## src/rtl/tcam_match_encoder.sv

```systemverilog
// Two-stage pipelined priority encoder for a TCAM match vector: chunk-local
// encoding in stage 1, chunk selection into registered outputs in stage 2.
module tcam_match_encoder #(
    parameter int K     = 256,
    parameter int C     = 32,
    parameter int CNT_W = 32
) (
    input  logic                       clk,
    input  logic                       rst_n,
    input  logic                       i_valid,
    output logic                       o_ready,
    input  logic [0:K-1]               i_pma,
    output logic                       o_valid,
    input  logic                       i_ready,
    output logic                       o_hit,
    output logic [$clog2(K)-1:0]       o_addr,
    output logic                       o_multi,
    input  logic                       i_cnt_clr,
    output logic [CNT_W-1:0]           o_hit_cnt
);

    localparam int AW  = $clog2(K);
    localparam int NCH = K / C;
    localparam int LW  = $clog2(C);
    localparam int CW  = (NCH > 1) ? $clog2(NCH) : 1;

    // Handshake: a beat moves when valid & ready are both high on a rising
    // edge; o_valid and the result fields stay frozen until i_ready accepts.
    logic in_xfer, out_xfer, s1_adv, s2_en;

    logic                    s1_valid;
    logic [NCH-1:0]          s1_hit;
    logic [NCH-1:0]          s1_multi;
    logic [NCH-1:0][LW-1:0]  s1_idx;

    logic [NCH-1:0]          c_hit;
    logic [NCH-1:0]          c_multi;
    logic [NCH-1:0][LW-1:0]  c_idx;

    logic                    sel_any;
    logic                    sel_multi;
    logic [CW-1:0]           sel_chunk;
    logic [LW-1:0]           sel_idx;
    logic [AW-1:0]           sel_addr;

    assign s2_en    = !o_valid || i_ready;
    assign s1_adv   = !s1_valid || s2_en;
    assign o_ready  = s1_adv;
    assign in_xfer  = i_valid && o_ready;
    assign out_xfer = o_valid && i_ready;

    // Per-chunk encode: scan high to low so the lowest set bit wins the index.
    always_comb begin : chunk_enc
        logic seen;
        logic mult;
        c_hit   = '0;
        c_multi = '0;
        c_idx   = '0;
        for (int j = 0; j < NCH; j++) begin
            seen = 1'b0;
            mult = 1'b0;
            for (int b = C - 1; b >= 0; b--) begin
                if (i_pma[j*C + b]) begin
                    mult     = mult | seen;
                    seen     = 1'b1;
                    c_idx[j] = LW'(b);
                end
            end
            c_hit[j]   = seen;
            c_multi[j] = mult;
        end
    end

    // Chunk select: scan high to low; any earlier-seen hit lies in a
    // higher-numbered chunk and therefore makes the result a multi-match.
    always_comb begin
        sel_any   = 1'b0;
        sel_multi = 1'b0;
        sel_chunk = '0;
        sel_idx   = '0;
        for (int j = NCH - 1; j >= 0; j--) begin
            if (s1_hit[j]) begin
                sel_multi = s1_multi[j] | sel_any;
                sel_any   = 1'b1;
                sel_chunk = CW'(j);
                sel_idx   = s1_idx[j];
            end
        end
        sel_addr = (AW'(sel_chunk) << LW) | AW'(sel_idx);
    end

    // Stage-1 data only loads on an input transfer, so idle X never enters.
    always_ff @(posedge clk or negedge rst_n) begin
        if (!rst_n) begin
            s1_valid <= 1'b0;
            s1_hit   <= '0;
            s1_multi <= '0;
            s1_idx   <= '0;
        end else if (s1_adv) begin
            s1_valid <= in_xfer;
            if (in_xfer) begin
                s1_hit   <= c_hit;
                s1_multi <= c_multi;
                s1_idx   <= c_idx;
            end
        end
    end

    always_ff @(posedge clk or negedge rst_n) begin
        if (!rst_n) begin
            o_valid <= 1'b0;
            o_hit   <= 1'b0;
            o_addr  <= '0;
            o_multi <= 1'b0;
        end else if (s2_en) begin
            o_valid <= s1_valid;
            if (s1_valid) begin
                o_hit   <= sel_any;
                o_addr  <= sel_addr;
                o_multi <= sel_multi;
            end
        end
    end

    always_ff @(posedge clk or negedge rst_n) begin
        if (!rst_n) begin
            o_hit_cnt <= '0;
        end else if (i_cnt_clr) begin
            o_hit_cnt <= '0;
        end else if (out_xfer && o_hit && (o_hit_cnt != {CNT_W{1'b1}})) begin
            o_hit_cnt <= o_hit_cnt + 1'b1;
        end
    end

endmodule

```

## config.mk

```make
export PLATFORM = sky130hd
export DESIGN_NAME = tcam_match_encoder
export DESIGN_NICKNAME = d
export VERILOG_FILES = /design/src/rtl/tcam_match_encoder.sv
export SDC_FILE = /design/constraint.sdc
export NUM_CORES = 1
export LEC_CHECK = 0
export ABC_AREA = 1
export CORE_MARGIN = 3
export CORE_UTILIZATION = 40
export CTS_BUF_LIST = sky130_fd_sc_hd__clkbuf_8
export DETAILED_ROUTE_END_ITERATION = 10
export PLACE_DENSITY = 0.71
export SYNTH_ARGS = -nofsm -noshare
export SYNTH_HDL_FRONTEND = slang
export SYNTH_SLANG_ARGS = --single-unit
```

## constraint.sdc

```tcl
create_clock -name clk -period 5.65 [get_ports clk]
set_input_delay 0.565 -clock clk [delete_from_list [all_inputs] [get_ports clk]]
set_output_delay 0.565 -clock clk [all_outputs]
set_load 0.01 [all_outputs]
```

=== Yosys cells after proc, flatten, opt, wreduce, memory -nomap -nowiden ===
Cells that the tools add are included.

* Add/subtract/negate cells: 1
* Equal/unequal tests: 1
* Muxes and demuxes: 794
* Bitwise logic cells: 248
* Reductions and logical operators: 11

{| class="wikitable"
|+ Operators by type and width
! operator !! number
|-
| two-way mux 5 bit || 264
|-
| two-way mux 1 bit || 520
|-
| bitwise OR 1 bit || 247
|-
| two-way mux 32 bit || 2
|-
| adder 32 x 1 -> 32 bit (second input constant) || 1
|-
| inequality test 32 bit (second input constant) || 1
|-
| two-way mux 3 bit || 8
|-
| bitwise OR 8 x 5 -> 8 bit || 1
|-
| logical AND 1 bit || 4
|-
| AND reduction 2 bit || 2
|-
| zero test 1 bit || 2
|-
| logical OR 1 bit || 2
|-
| nonzero test 2 bit || 1
|}

* Register bits: 100
* Output and inout bits: 44
* Word-level logic and storage cells: 1071

=== Logic depth before layout (Yosys ltp) ===
Gate-level depths: netlist of the first run.

* Depth after elaboration: 62
* Gate-level depth with buffers: 33

=== Worst setup path after synthesis of the first run ===
No wires, ideal clock.

* Path type: input to register
* From: input port i_pma[248] (netlist bit)
* To: register s1_multi[7]
* Library setup time: 117 ps
* Data arrival time: 2059 ps
* Data required time: 5533 ps
* Path slack: 3474 ps
* Stages: 14
* Path buffers: 0
* Cell sequence: nor2_1 > nand2_2 > nor2_4 > nand2_2 > nor3_4 > inv_2 > nor2_2 > inv_2 > nor2_2 > nand2_1 > a2111oi_2 > nand2_1 > o21ai_1 > inv_1

* Longest elaborated chain between the ends: 49
* Elaborated cells between the ends (all ways): 73
* Classes of those cells: mux (49); bitwise (24)

{| class="wikitable"
|+ Ends and longest elaborated chain
! what !! line !! source
|-
| start: declaration || 12 || <nowiki>input logic [0:K-1] i_pma,</nowiki>
|-
| two-way mux 1 bit || 63 || <nowiki>if (i_pma[j*C + b]) begin</nowiki>
|-
| bitwise OR 1 bit || 64 || <nowiki>mult = mult | seen;</nowiki>
|-
| two-way mux 1 bit || 63 ||
|-
| bitwise OR 1 bit || 64 ||
|-
| two-way mux 1 bit || 63 ||
|-
| bitwise OR 1 bit || 64 ||
|-
| two-way mux 1 bit || 63 ||
|-
| bitwise OR 1 bit || 64 ||
|-
| (+33 left out) || n/a ||
|-
| bitwise OR 1 bit || 64 ||
|-
| two-way mux 1 bit || 63 ||
|-
| bitwise OR 1 bit || 64 ||
|-
| two-way mux 1 bit || 63 ||
|-
| bitwise OR 1 bit || 64 ||
|-
| two-way mux 1 bit || 63 ||
|-
| bitwise OR 1 bit || 64 ||
|-
| two-way mux 1 bit * || 63 ||
|-
| end signal: assignment || 103 || <nowiki>s1_multi <= c_multi;</nowiki>
|-
| end: declaration || 33 || <nowiki>logic [NCH-1:0] s1_multi;</nowiki>
|}

Mark *: on every way between the ends. The rest lies on a longest branch, timed or not.
A chain may end at the register's enable or synchronous reset.

=== Worst setup path in the final report of the first run ===
* From: input port i_ready
* To: register s1_multi[3]

* Longest elaborated chain between the ends: 4

{| class="wikitable"
|+ Ends and longest elaborated chain
! what !! line !! source
|-
| start: declaration || 14 || <nowiki>input logic i_ready,</nowiki>
|-
| logical OR 1 bit * || 46 || <nowiki>assign s2_en = !o_valid || i_ready;</nowiki>
|-
| logical OR 1 bit * || 47 || <nowiki>assign s1_adv = !s1_valid || s2_en;</nowiki>
|-
| logical AND 1 bit || 49 || <nowiki>assign in_xfer = i_valid && o_ready;</nowiki>
|-
| AND reduction 2 bit (no source line) * || n/a ||
|}

Marked as above.

==> impl_metrics.toml, run 1 <==
[status]
status = "completed"

[clocking]
path_clk_slew_ns = 0.10
post_cts_buffers = 0
tritoncts = "built"
clk_path_buf_depth = 2
cts_root_buffer = "clkbuf_8"
postCtsHoldBufs = 0
htree_levels = 3
cts-buffers-inserted = 9
clock_sinks = 100
cts_resized = 0
clk_latency_ns = 0.37

[final_layout]
area_delta_synth_final_pct = 36.0
fin_nets = 2293
num_antenna_cells = 0
fillerInstances = 2457
design_area_sq_um = 13500
drive_gt1_share_pct = 5.26

[synthesis]
ys_types = 53
async_flop_share_pct = 100
synth.net_count = 1991
avgSynthCellArea_sq_um = 5.75
yosysTopAreaCell = "dfrtp_1"
ys.flop_type = "dfrtp_1"
synthTopCellsByCount = "nand2_1, inv_1, nor2_1"
synth_top_cell_area_share_pct = 25.2
syn_area_sq_um = 9950
yosys_register_bits = 100
ys_warn_count = 0
synthCells = 1729
yosysSeqAreaShare_pct = 25.2
synth_area_leaders = "dfrtp_1, nand2_1, inv_1"
synth_edf_count = 0
yosysMostFrequentCell = "nand2_1"

[global_routing]
grt_first_pass_wirelength_um = 50500
overflow = 0
grtUsageTotal_pct = 22.3
grt_pass1_vias = 11200
grt_max_degree = 61
antenna_found_initial = 0

[setup_path]
crit_path_max_fanout = 33
cp.required_ns = 5.90
crit_family = "buffers and inverters"
r2r_end = "s1_multi[3]"
cp_cell_sequence = "clkdlybuf4s50_1 > inv_1 > nand3_1 > nand2_2 > inv_1 > o211ai_1 > a2111oi_0 > o211ai_1 > a211oi_1 > a31oi_1"
ff2ff_setup_slack_ns = 2.63
cp_slowest_cell = "inv_1"
cpPeakStageDelay_ns = 0.81
worstSetupPathType = "in2reg"
path_buf_inv = 3
r2r-start = "o_valid"
start_kind = "input pin"
cp.arrival_ns = 3.57
r2r_cells = 8
cp-end-kind = "flop"

[floorplan]
coreArea_sq_um = 24400
ios = 305
die_area_sq_um = 26800
start_util_pct = 40.8
die_y_um = 164
die_x_um = 164
num_rows = 57

[placed_design]
place_congestion = 0.944
numPortBuffers = 304
hpwl_um = 26500
placed_area_sq_um = 13400

[sta]
hold_viol = 0
clock_skew_ns = 0.0151
post-route-period-util_pct = 58.8
finalMaxSlewViolations = 0
finalCriticalPeriod_ns = 3.32
setup_violations = 0
slew-limit-headroom_pct = 44.7
tightest_slew_ns = 0.829
grt_setup_unrepaired = "false"
fin_tns_setup_ns = 0
clock.fmax_mhz = 301

[detailed_routing]
antenna_left = 0
vias = 11700
routed_wl_um = 30900
wl_per_cell_um = 13.1
route.detailed.drc = 0
viasPerCell = 4.98
drtIter0Drc = 797
first_pass_iters = 5

[power_and_ir_drop]
p_leak_nw = 6.39
power.density_nw_per_um2 = 132
ir_worst_vdd_uv = 141

[job]
maxCapViolCount = 0

[hold_path]
hold_class = "in2async"
==> cell families (layout without fill, tap and decap cells) <==
family | Yosys count | after routing | synth area share, %
AOI/OAI and AO/OA | 371 | 371 | 22.8
DFF | 100 | 100 | 25.2
and+or+nand+nor | 838 | 838 | 36.0
adders and majority gates | 1 | 1 | 0.126
buffers and inverters | 418 | 725 | 15.8
xor gates and xnor gates | 1 | 1 | 0.0881
==> state kept, by name (all words and copies together) (netlist names) <==
signal,flops
s1_idx,40
o_hit_cnt,32
o_addr,8
s1_hit,8
s1_multi,8
o_hit,1
o_multi,1
o_valid,1
s1_valid,1
==> layer usage <==
metal  routed length, um  GRT usage, %  vias to the layer above
met5                   0             0                        -
met3                1530          2.70                       30
met1               13600          28.5                     5256
met2               15400          41.0                      319
li1                    -             -                     6141
met4                 386          3.81                        0
==> layout make-up <==
class | instances | area (sq um) | share of cell area (%)
clock buffers | 10 | 138 | 1.02
inverters | 403 | 1510 | 11.2
multi-input cells | 1211 | 5870 | 43.4
clock inverters | 6 | 38.8 | 0.287
well taps | 324 | 405 | 3.00
flip-flops and latches | 100 | 2500 | 18.5
repair buffers | 306 | 3060 | 22.6
==> placed cells by master (no fill, tap or decap), drive strengths merged, types with 7 or more instances in the layout <==
cell type / synthesis / final
a2111oi: 9 / 9
a211oi: 7 / 7
a21oi: 98 / 98
a221oi: 9 / 9
a22oi: 8 / 8
a31oi: 9 / 9
clkbuf: 11 / 10
clkdlybuf4s50: 0 / 303
dfrtp: 100 / 100
inv: 403 / 405
nand2: 494 / 494
nand3: 33 / 33
nand4: 15 / 15
nor2: 241 / 241
nor3: 42 / 42
nor4: 11 / 11
o2111ai: 11 / 11
o211ai: 17 / 17
o21ai: 128 / 128
o221ai: 9 / 9
o22ai: 26 / 26
o31ai: 13 / 13
==> report_power, final <==
group | internal (mW) | total (mW) | switching (mW)
combinational | 0.283 | 0.598 | 0.315
clock | 0.172 | 0.423 | 0.252
sequential | 0.742 | 0.761 | 0.0185
==> how the worst max path moves through the flow <==
| stage | from | to | slack [ns] | cells after the start |
|---|---|---|---|---|
| after floorplan | i_pma[248] | s1_multi[7] | 3.47 | 14 |
| after global placement | i_ready | s1_multi[3] | 2.07 | 10 |
| after detailed placement | i_ready | s1_multi[3] | 1.94 | 10 |
| after CTS | i_ready | s1_multi[3] | 2.30 | 10 |
| after global routing | i_ready | s1_multi[3] | 1.92 | 10 |
| final | i_ready | s1_multi[3] | 2.33 | 10 |
==> stage by stage <==
stage	instances	hold WS (ns)	total power, mW	setup WS [ns]	util [%]
after CTS	2360	0.278	1.80	2.30	55.5
after floorplan	1729	0.269	1.04	3.47	-
after global placement	2344	0.466	1.37	2.07	54.7
final	2360	0.253	1.78	2.33	55.5
after global routing	2360	0.316	1.90	1.92	55.5
after detailed placement	2344	0.468	1.37	1.94	54.7
Power figures use the tool's default switching activity.
==> run 2: changes to the inputs <==
--- a/config.mk
+++ b/config.mk
@@ -10,7 +10,7 @@
 export CORE_UTILIZATION = 40
 export CTS_BUF_LIST = sky130_fd_sc_hd__clkbuf_8
 export DETAILED_ROUTE_END_ITERATION = 10
-export PLACE_DENSITY = 0.71
+export PLACE_DENSITY = 0.74
 export SYNTH_ARGS = -nofsm -noshare
 export SYNTH_HDL_FRONTEND = slang
 export SYNTH_SLANG_ARGS = --single-unit
==> constraint.sdc (replaced) <==
create_clock -name clk -period 2.8 [get_ports clk]
set_input_delay 0.28 -clock clk [delete_from_list [all_inputs] [get_ports clk]]
set_output_delay 0.28 -clock clk [all_outputs]
set_load 0.01 [all_outputs]
==> impl_metrics.toml, run 2 (same netlist as run 1, synthesis figures left out) <==
[power_and_ir_drop]
seq_power_share_pct = 41.1
p_switching_mw = 1.19
combinationalPowerShare_pct = 32.9
pwr-share-clk_pct = 26.1
p_leak_nw = 6.48
power.density_nw_per_um2 = 274
internal_power_mw = 2.55
ir_worst_vdd_uv = 185
switching_share_pct = 31.9

[sta]
fin_tns_setup_ns = 0
clock.fmax_mhz = 399
whs_ns = 0.401
slew-limit-headroom_pct = 61.1
finalCriticalPeriod_ns = 2.51
setup_violations = 0
clock_skew_ns = 0.0119
finalMaxSlewViolations = 0
setup_slack_ns = 0.291
grt_setup_unrepaired = "false"
post-route-period-util_pct = 89.6
hold_viol = 0
tightest_slew_ns = 0.576

[detailed_routing]
drtIter0Drc = 757
route.detailed.drc = 0
routed_wl_um = 31300
antenna_left = 0
viasPerCell = 5.00
vias = 11900
first_pass_iters = 5
wl_per_cell_um = 13.2

[setup_path]
crit_path_max_fanout = 8
cp.required_ns = 3.08
cp.arrival_ns = 2.78
cp-end-kind = "flop"
worstSetupPathType = "reg2reg"
start_kind = "flop"

[final_layout]
fin_nets = 2303
reg.largest.list = "s1_idx: 40 flops, o_hit_cnt: 32 flops"
num_antenna_cells = 0
stdcell_count = 2370
layout_common_cells = "nand2_1, inv_1, clkdlybuf4s50_1"
largest_reg_flops = 40
area_delta_synth_final_pct = 37.4
max_flop_register = "s1_idx"
drive_gt1_share_pct = 5.72
final_common_cell = "nand2_1"

[floorplan]
die_y_um = 164
die_area_sq_um = 26800
num_rows = 57
start_util_pct = 40.8
coreArea_sq_um = 24400
ios = 305
die_x_um = 164

[global_routing]
busiest_layer = "met2"
grt.met1_usage_pct = 30.0
grtUsageTotal_pct = 23.1
grt_first_pass_wirelength_um = 51600
antenna_found_initial = 0
grtUsageMet2_pct = 40.2
grt_max_degree = 67
grt_pass1_vias = 11400
overflow = 0
use_met3_pct = 3.46

[placed_design]
dpl_worst_slack_ns = 0.104
place_congestion = 0.950
numPortBuffers = 304
hpwl_um = 26700
placedCellCount = 2353

[clocking]
htree_levels = 3
clk_latency_ns = 0.37
path_clk_slew_ns = 0.10
tritoncts = "built"
clock_sinks = 100
cts-buffers-inserted = 9
cts_root_buffer = "clkbuf_8"
clk_path_buf_depth = 2

[hold_path]
hold_class = "in2async"

[status]
status = "completed"

[job]
maxCapViolCount = 0
==> run 2: changes by cell type in the layout (fill, tap and decap cells not counted), sizes merged <==
cell         delta
inv             -1
buf             +9
bufinv          +1
dlygate4sd3     +1
clkbuf          +1
clkinvlp        -1
==> run 2: critical path, cell delays in order, from the launching register on <==
cell and delay [ns]:
dfrtp_1 0.45, ha_1 0.24, nand2_1 0.09, inv_1 0.06, nand4_1 0.15, inv_1 0.06
nand4_1 0.09, nand2_2 0.14, nor2_2 0.19, inv_2 0.06, nor2_2 0.20, inv_2 0.10
nor4_4 0.24, nand2_1 0.10, a221oi_1 0.25
==> run 2: power by group through the flow <==
stage | logic [mW] | clock network (mW) | registers [mW]
floorplan | 0.540 | 0 | 1.56
global placement | 1.21 | 0 | 1.56
detailed placement | 1.23 | 0 | 1.56
CTS | 1.23 | 0.990 | 1.54
global route | 1.38 | 1.06 | 1.54
finish | 1.23 | 0.976 | 1.54
==> run 2: routing by layer <==
| layer | wire length, um | vias to the layer above |
|---|---|---|
| met2 | 15100 | 303 |
| met1 | 14000 | 5365 |
| met5 | 0 | - |
| li1 | - | 6148 |
| met3 | 1700 | 38 |
| met4 | 537 | 0 |
==> run 2: timing repair <==
action / 4_1_cts / 5_1_grt
buffers inserted: 0 / 0
endpoints found under the setup margin: 0 / 1
hold buffers: 1 / 0
hold endpoints to repair: 34 / 0
resized for setup: 0 / 1
==> run 2: final timing paths <==
check	startpoint	to	slack [ns]	cells past startpoint
max reg2reg	o_hit_cnt[0]	o_hit_cnt[13]	0.29	14
max	o_hit_cnt[0]	o_hit_cnt[13]	0.29	14
min reg2reg	s1_idx[30]	s1_idx[30]	0.49	2
max in group asynchronous	rst_n	s1_idx[13]	1.68	3
min in group clk	s1_idx[30]	s1_idx[30]	0.49	2
min	rst_n	o_hit_cnt[5]	0.40	2
==> run 2: stage by stage <==
stage | power, mW | cell area [sq um] | util [%]
after floorplan | 2.10 | 9950 | -
after global placement | 2.77 | 13400 | 55.1
after detailed placement | 2.79 | 13400 | 55.1
after CTS | 3.76 | 13700 | 56.0
after global routing | 3.98 | 13700 | 56.0
final | 3.74 | 13700 | 56.0
==> run 2: layout make-up <==
cell class / count / area, sq um
fill: 2409 / 10700
multi-input combinational: 1211 / 5880
timing repair buffer: 316 / 3160
sequential: 100 / 2500
inverter: 403 / 1510
tap: 324 / 405
clock buffer: 11 / 151
clock inverter: 5 / 57.6
